`config.mk`:
```
export PLATFORM = sky130hd
export DESIGN_NAME = manch_tx
export DESIGN_NICKNAME = d
export VERILOG_FILES = /design/src/rtl/manch_pkg.sv /design/src/rtl/manch_halfbit_tick.sv /design/src/rtl/manch_tx.sv
export SDC_FILE = /design/constraint.sdc
export NUM_CORES = 1
export LEC_CHECK = 0
export ABC_AREA = 1
export CAP_MARGIN = 20
export CELL_PAD_IN_SITES_DETAIL_PLACEMENT = 1
export CELL_PAD_IN_SITES_GLOBAL_PLACEMENT = 1
export CORE_ASPECT_RATIO = 0.7
export CORE_MARGIN = 1
export CORE_UTILIZATION = 42
export DETAILED_ROUTE_END_ITERATION = 12
export PLACE_DENSITY = 0.93
export SLEW_MARGIN = 10
export SYNTH_ARGS = -nofsm -noshare
export SYNTH_HDL_FRONTEND = slang
export SYNTH_SLANG_ARGS = --single-unit
```
`constraint.sdc`:
```
create_clock -name CLK -period 3.24 [get_ports CLK]
set_clock_uncertainty 0.05 [all_clocks]
set_input_delay 0.486 -clock CLK [delete_from_list [all_inputs] [get_ports CLK]]
set_output_delay 0.486 -clock CLK [all_outputs]
set_load 0.02 [all_outputs]
```
`src/rtl/manch_pkg.sv`:
```
// Shared Manchester link definitions: frame FSM states, sync shape, bit encoding
// and parity helpers used by the transmitter (and the planned decoder rewrite).
package manch_pkg;

    typedef enum logic [2:0] {
        IDLE,
        SYNC,
        DATA,
        PARITY,
        GAP
    } state_t;

    localparam int unsigned SYNC_HALF      = 6;
    localparam int unsigned SYNC_HIGH_HALF = 3;
    localparam logic        BIT1_FIRST_HALF = 1'b1;

    // Zero-extension is harmless: padding zeros do not change the XOR.
    function automatic logic odd_parity(input logic [31:0] data);
        return ~(^data);
    endfunction

    // Line level for one half of an encoded bit.
    function automatic logic half_level(input logic data_bit, input logic second_half);
        return (data_bit ~^ BIT1_FIRST_HALF) ^ second_half;
    endfunction

endpackage

```
`src/rtl/manch_halfbit_tick.sv`:
```
// Half-bit timer: free-runs 0..HALF_BIT_CLKS-1 while enabled and flags the terminal count.
module manch_halfbit_tick #(
    parameter int unsigned HALF_BIT_CLKS = 8
) (
    input  logic CLK,
    input  logic RST,
    input  logic EN,
    output logic TICK
);

    localparam int unsigned CNT_W = (HALF_BIT_CLKS > 1) ? $clog2(HALF_BIT_CLKS) : 1;
    localparam logic [CNT_W-1:0] TERM = CNT_W'(HALF_BIT_CLKS - 1);

    logic [CNT_W-1:0] cnt;

    always_ff @(posedge CLK) begin
        if (RST || !EN) begin
            cnt <= '0;
        end else if (cnt == TERM) begin
            cnt <= '0;
        end else begin
            cnt <= cnt + 1'b1;
        end
    end

    assign TICK = EN && (cnt == TERM);

endmodule

```
`src/rtl/manch_tx.sv`:
```
// Manchester frame transmitter: accepts a word over valid/ready and sends
// sync violation, data MSB first, odd parity, then an idle gap.
module manch_tx
    import manch_pkg::*;
#(
    parameter int unsigned DATA_W        = 16,
    parameter int unsigned HALF_BIT_CLKS = 8,
    parameter int unsigned GAP_HALF      = 4,
    parameter logic        IDLE_LEVEL    = 1'b0
) (
    input  logic              CLK,
    input  logic              RST,
    input  logic [DATA_W-1:0] DIN,
    input  logic              DIN_VALID,
    output logic              DIN_READY,
    output logic              MANCH,
    output logic              TX_EN,
    output logic              BUSY,
    output logic              DONE
);

    localparam int unsigned MAX_A = (2 * DATA_W > SYNC_HALF) ? 2 * DATA_W : SYNC_HALF;
    localparam int unsigned MAX_B = (GAP_HALF > MAX_A) ? GAP_HALF : MAX_A;
    localparam int unsigned IDX_W = $clog2(MAX_B + 1);

    state_t            state, state_next;
    logic [IDX_W-1:0]  idx, idx_next;
    logic [DATA_W-1:0] shreg, shreg_next;
    logic              par, par_next;
    logic              manch_next, tx_en_next, busy_next, done_next, ready_next;
    logic              tick;

    manch_halfbit_tick #(
        .HALF_BIT_CLKS(HALF_BIT_CLKS)
    ) u_tick (
        .CLK (CLK),
        .RST (RST),
        .EN  (state != IDLE),
        .TICK(tick)
    );

    // State, datapath and registered line outputs.
    always_ff @(posedge CLK) begin
        if (RST) begin
            state     <= IDLE;
            idx       <= '0;
            shreg     <= '0;
            par       <= 1'b0;
            MANCH     <= IDLE_LEVEL;
            TX_EN     <= 1'b0;
            BUSY      <= 1'b0;
            DONE      <= 1'b0;
            DIN_READY <= 1'b1;
        end else begin
            state     <= state_next;
            idx       <= idx_next;
            shreg     <= shreg_next;
            par       <= par_next;
            MANCH     <= manch_next;
            TX_EN     <= tx_en_next;
            BUSY      <= busy_next;
            DONE      <= done_next;
            DIN_READY <= ready_next;
        end
    end

    // Next state and next output values; outputs lag the state by one cycle.
    always_comb begin
        state_next = state;
        idx_next   = idx;
        shreg_next = shreg;
        par_next   = par;
        manch_next = IDLE_LEVEL;
        tx_en_next = 1'b0;
        done_next  = 1'b0;

        case (state)
            IDLE: begin
                if (DIN_VALID) begin
                    shreg_next = DIN;
                    par_next   = odd_parity(32'(DIN));
                    idx_next   = '0;
                    state_next = SYNC;
                end
            end

            SYNC: begin
                manch_next = (idx < IDX_W'(SYNC_HIGH_HALF));
                tx_en_next = 1'b1;
                if (tick) begin
                    if (idx == IDX_W'(SYNC_HALF - 1)) begin
                        idx_next   = '0;
                        state_next = DATA;
                    end else begin
                        idx_next = idx + 1'b1;
                    end
                end
            end

            DATA: begin
                manch_next = half_level(shreg[DATA_W-1], idx[0]);
                tx_en_next = 1'b1;
                if (tick) begin
                    if (idx[0]) begin
                        shreg_next = shreg << 1;
                    end
                    if (idx == IDX_W'(2 * DATA_W - 1)) begin
                        idx_next   = '0;
                        state_next = PARITY;
                    end else begin
                        idx_next = idx + 1'b1;
                    end
                end
            end

            PARITY: begin
                manch_next = half_level(par, idx[0]);
                tx_en_next = 1'b1;
                if (tick) begin
                    if (idx[0]) begin
                        done_next  = 1'b1;
                        idx_next   = '0;
                        state_next = (GAP_HALF > 0) ? GAP : IDLE;
                    end else begin
                        idx_next = idx + 1'b1;
                    end
                end
            end

            GAP: begin
                if (tick) begin
                    if (idx == IDX_W'(GAP_HALF - 1)) begin
                        idx_next   = '0;
                        state_next = IDLE;
                    end else begin
                        idx_next = idx + 1'b1;
                    end
                end
            end

            default: begin
                idx_next   = '0;
                state_next = IDLE;
            end
        endcase

        // Ready/busy follow the next state so ready drops right after an accept.
        ready_next = (state_next == IDLE);
        busy_next  = (state_next != IDLE);
    end

endmodule

```
; Yosys cells after proc, flatten, opt, wreduce, memory -nomap -nowiden
; Cells that the tools add are included.
[totals]
reg_bits = 34
wordCells = 74
in_bits = 19
out_inout_bits = 5
[op_classes]
bitwise = 5
n_reduce_logical = 15
order_cmp = 1
n_eq_ne = 14
muxes = 27
addsub = 2
[op_table]
columns = operator, n
row1 = 6-bit two-way mux, 9
row2 = 16-bit two-way mux, 3
row3 = 16-bit one-hot mux with 2 select lines, 1
row4 = 32-bit XOR reduction, 1
row5 = 6-bit one-hot mux with 5 select lines, 1
row6 = 3-bit two-way mux, 9
row7 = 3-bit one-hot mux with 5 select lines, 1
row8 = 2-bit != test (second input constant), 6
row9 = 6-bit by 1-bit adder with 6-bit output (second input constant), 1
row10 = 3-bit by 2-bit == test with 1-bit output (second input constant), 2
row11 = 3-bit == test (second input constant), 2
row12 = 6-bit by 2-bit == test with 1-bit output (second input constant), 1
row13 = 6-bit by 3-bit == test with 1-bit output (second input constant), 1
row14 = 6-bit by 5-bit == test with 1-bit output (second input constant), 1
row15 = 3-bit zero test, 2
row16 = 6-bit by 2-bit less-than comparator with 1-bit output (second input constant), 1
row17 = 3-bit nonzero test, 2
row18 = 3-bit OR reduction, 2
row19 = 5-bit AND reduction, 1
row20 = 4-bit AND reduction, 1
row21 = 3-bit by 1-bit adder with 3-bit output (second input constant), 1
row22 = 3-bit by 1-bit == test with 1-bit output (second input constant), 1
row23 = 1-bit inverter, 3
row24 = 1-bit one-hot mux with 3 select lines, 1
row25 = other kinds (8), 10

; Depth between registers and ports, before layout
[depth]
word_depth = 5
ltp_mapped = 12
mapped_depth_nobuf = 12

; Cells and area by module
; A second synthesis with hierarchy kept.
[unflattened]
hier_cells = 334
hier_area_um2 = 2059.5
[modules_own_cells]
columns = module, n_inst, cells_per_inst, seq_area_each_um2, area_each_um2
row1 = manch_tx, 1, 319, 620.6, 1930.6
row2 = manch_halfbit_tick, 1, 15, 60.1, 128.9

; Worst setup path before layout
; No wires, ideal clock.
[synth_path]
kind = register -> register
start = reg idx[0]
end = reg idx[0]
synth_period_minus_slack_ns = 1.503
t_arrival_ns = 1.332
setup_time_ns = 0.122
required_time_ns = 3.068
path_stages_with_launch = 9
n_path_buf = 0
path_slack_ns = 1.737
cell_sequence = dfxtp_1 ha_1 nand2_1 nor2_1 nand2_1 nand2_1 nand3_1 o21ai_0 a21oi_1
[synth_between]
elab_chain_cells = 4
word_cells_on_any_way = 13
classes_between = add/sub (1) / eq/ne (3) / mux (9)
[synth_lines]
columns = item, line_no
row1 = start: declaration, manch_tx.sv:27  ; logic [IDX_W-1:0] idx, idx_next;
row2 = start signal: assignment, manch_tx.sv:56  ; idx <= idx_next;
row3 = "6-bit by 1-bit adder with 6-bit output, or another cell as far along", --
row4 = "6-bit two-way mux, on equally long branches (2 in series)", --
row5 = 6-bit one-hot mux with 5 select lines (*), manch_tx.sv:77  ; case (state)
; Mark *: on every way between the ends. The rest lies on a longest branch, timed or not. The select of a mux whose other input is x is not followed.
; A chain may end at the register's enable or synchronous reset.

; Final worst setup path
[layout_path]
start = reg state[1]
end = reg shreg[10]
[layout_between]
elab_chain_cells = 4
word_cells_on_any_way = 10
classes_between = eq/ne (4) / mux (1) / reduce/logical (5)
[layout_lines]
columns = item, line_no
row1 = start: declaration, manch_tx.sv:26  ; state_t state, state_next;
row2 = start signal: assignment, manch_tx.sv:55  ; state <= state_next;
row3 = 3-bit nonzero test, manch_tx.sv:38  ; .EN (state != IDLE),
row4 = 1-bit logical AND, manch_halfbit_tick.sv:26  ; assign TICK = EN && (cnt == TERM);
row5 = 2-bit != test (no line), --
row6 = 4-bit AND reduction (no line), --
row7 = end signal: assignment, manch_tx.sv:57  ; shreg <= shreg_next;
row8 = end: declaration, manch_tx.sv:28  ; logic [DATA_W-1:0] shreg, shreg_next;
; Several ways; a longest one is shown, not always the timed one.

==> metrics.log <==
INFO  metric worst-r2r-setup-slack = 1.13 ns
INFO  metric largest_family_of_logic_cells_by_synthesized_area = simple AND/OR/NAND/NOR gates
INFO  metric final_weighted_congestion_in_routability_driven_placement = 0.8403
INFO  metric postRouteWirelength = 5687 µm
INFO  metric seq_area_frac_synth = 33.19%
INFO  metric worstSetupEndpointType = flip-flop
INFO  metric synth.cell_area = 0.002051 mm²
INFO  metric cts_max_level = 2
INFO  metric grt_use_met1 = 32.47%
INFO  metric compound_gate_fraction_of_synth_area = 14.40%
INFO  metric num_rows = 20
INFO  metric worst_skew_pair.late_latency = 0.29 ns
INFO  metric cts.sink_count = 34
INFO  metric setup_viol = 0
INFO  metric post-synth-top-count-cell = nand2_1
INFO  metric clk_transition_reported_paths = 0.07 ns
INFO  metric numCtsBuffers = 5
INFO  metric die_height = 60.46 µm
INFO  metric mappedNetlistNets = 354
INFO  metric global_route.usage.met2 = 41.60%
INFO  metric clock_tree_buf_depth = 2
INFO  metric p_leak = 1.181 nW
INFO  metric design.final.nets = 376
INFO  metric antenna_found_initial = 0
INFO  metric use_met3 = 5.306%
INFO  metric postSynth.asyncResetShare = 0%
INFO  metric peakVddDrop = 0.0002117 V
INFO  metric worstMarginPinSlew = 0.7315 ns
INFO  metric synth-seq-cells = 34
INFO  metric post-dp-hpwl = 4278 µm
INFO  metric multiInputGateArea = 0.001155 mm²
INFO  metric arrival = 2.28 ns
INFO  metric syn_to_final_growth = 16.72%
INFO  metric detailed_route_wire_length_per_cell = 13.94 µm
INFO  metric synth-edff-count = 0
INFO  metric grt_max_degree = 32
INFO  metric avgViaCountPerCell = 5.184
INFO  metric cts-resized-gates = 0
INFO  metric ios = 24
INFO  metric cts_post_setup_buffers_inserted = 0
INFO  metric drive_gt1_share = 5.382%
INFO  metric syn_inst = 330
INFO  metric synth.top_cells.by_area = dfxtp_1 (33%), nand2_1 (25%), inv_1 (7.1%), a31oi_1 (4.6%), nor2_1 (4.2%)
INFO  metric clk_tree_root_cell = clkbuf_8
INFO  metric final_antenna_net_count = 0
INFO  metric timing.final.hold_violations = 0
INFO  metric fin_hold_ws = 0.3923 ns
INFO  metric post-route-util = 53.14%
INFO  metric grt_pass1_vias = 2117
INFO  metric synth_largest_area_cell = dfxtp_1
INFO  metric post-route-period-util = 65.22%
INFO  metric fmax = 473.3 MHz
INFO  metric sequential_cell_area = 680.7 µm²
INFO  metric n_antenna_cell = 0
INFO  metric detailroute.via_count = 2115
INFO  metric cts_tree = done
INFO  metric synth-main-ff-cell = dfxtp_1
INFO  metric grt_most_used_layer = met2
INFO  metric post_synth_and_or_nand_nor_area_fraction = 35.88%
INFO  metric die_w = 85.52 µm
INFO  metric first_pass_grt_wire_length = 9666 µm
INFO  metric timing.setup.critical_path_class = reg2reg
INFO  metric route.detailed.drc = 0
INFO  metric initial_core_util = 45.53%
INFO  metric post_synth_fa_ha_maj_area_fraction = 3.051%
INFO  metric post_synth_mux_area_share = 0%
INFO  metric slew_headroom = 51.05%
INFO  metric finalMaxSlewViolations = 0
INFO  metric netlist-cell-type-count = 25
INFO  metric yosysWarnings = 0
INFO  metric fp.dieArea = 0.005170 mm²
INFO  metric detailedRoute.firstIterationViolations = 127
INFO  metric status = finished clean
INFO  metric drt_first_pass_iters = 4
INFO  metric synth.avg_cell_area = 6.214 µm²
INFO  metric unrepaired_setup_endpoints_after_global_routing = false
INFO  metric pwr_density_cell = 398.5 mW/mm²
INFO  metric hold_class = reg2reg
INFO  metric synth_top_area_share = 33.19%
INFO  metric portBuffers = 23
INFO  metric synth-xor-area-share = 2.990%
INFO  metric critical_path_required = 3.40 ns
INFO  metric synth.cells.most_frequent = nand2_1 (134), inv_1 (39), dfxtp_1 (34)
INFO  metric core_area = 0.004504 mm²
INFO  metric global_route.overflow_total = 0
INFO  metric worstPathMaxFanout = 31
INFO  metric ctsHoldBuffers = 0
INFO  metric timing.final.crit_period = 2.113 ns
INFO  metric grt_use_total = 24.78%
INFO  metric nFillCells = 637
INFO  metric max-cap-violations = 0
INFO  metric tns = 0 ns
INFO  metric critPathLaunchType = flip-flop
[per-stage QoR]
step / power (W) / instance area, µm² / instances / worst slack (ns)
final: 0.0009539 / 2394 / 408 / 1.127
after global routing: 0.001007 / 2394 / 408 / 0.9335
after CTS: 0.0009623 / 2394 / 408 / 1.107
after detailed placement: 0.0006390 / 2302 / 400 / 1.111
after global placement: 0.0006282 / 2302 / 400 / 1.163
after floorplan: 0.0005740 / 2051 / 330 / 1.737
[cell families after synthesis]
kind of cell | after synthesis
flops | 34
fa+ha+maj | 5
xor+xnor | 7
simple gates | 179
buf+inv | 52
compound gates | 53
[worst max-delay path, cell delays in order (launching register included)]
cell     delay (ns)
dfxtp_1        0.40
inv_2          0.06
nor2_4         0.11
inv_2          0.08
nor2_8         0.24
inv_4          0.16
o21ai_4        0.61
o21ai_1        0.14
a31oi_1        0.18
[report_power, final]
group / internal, W / switching [W] / leakage (nW)
combinational: 0.0000693 / 0.000106 / 0.854
clock: 0.000171 / 0.000150 / 0.0482
sequential: 0.000443 / 0.0000142 / 0.279
total: 0.000684 / 0.000270 / 1.18
[final timing paths]
kind / cells past startpoint / end / from
setup reg to reg: 8 / shreg[10] / state[1]
setup / recovery: 8 / shreg[10] / state[1]
hold reg to reg: 1 / u_tick.cnt[0] / u_tick.cnt[0]
hold / removal: 1 / u_tick.cnt[0] / u_tick.cnt[0]
[registers in the layout, summed over array words and instances (netlist names)]
| signal | cells |
|---|---|
| shreg | 16 |
| idx | 6 |
| state | 3 |
| u_tick.cnt | 3 |
| BUSY | 1 |
| DIN_READY | 1 |
| DONE | 1 |
| MANCH | 1 |
| TX_EN | 1 |
| par | 1 |
[final cells by class]
cell class / instances / share of cell area [%]
multi-input cells: 244 / 48.25
flip-flops and latches: 34 / 28.44
repair buffers: 23 / 9.618
inverters: 44 / 7.005
clock buffers: 7 / 3.607
well taps: 55 / 2.875
clock inverters: 1 / 0.2091
[cell usage in the layout (no fill, tap or decap)]
master	instances
nand3_1	9
nor3_1	2
a31oi_1	15
inv_2	4
o21ai_1	15
nor2_8	1
dfxtp_1	34
clkdlybuf4s50_1	23
nor2_2	2
o21ai_4	1
o21ai_0	9
nand4_1	5
xnor2_1	4
clkinv_2	1
xor2_1	3
clkbuf_1	1
inv_4	1
nor2_1	23
nand2_1	134
inv_1	39
nor3_2	1
a21oi_1	13
nor2_4	1
ha_1	5
nand2_2	1
clkbuf_8	6
[metal layers]
metal	wire [µm]	part of all wire [%]
met3	204	3.6
met4	90	1.6
met5	0	0
met2	2588	46
met1	2803	49
No activity file was read; power rests on OpenSTA's default activity.
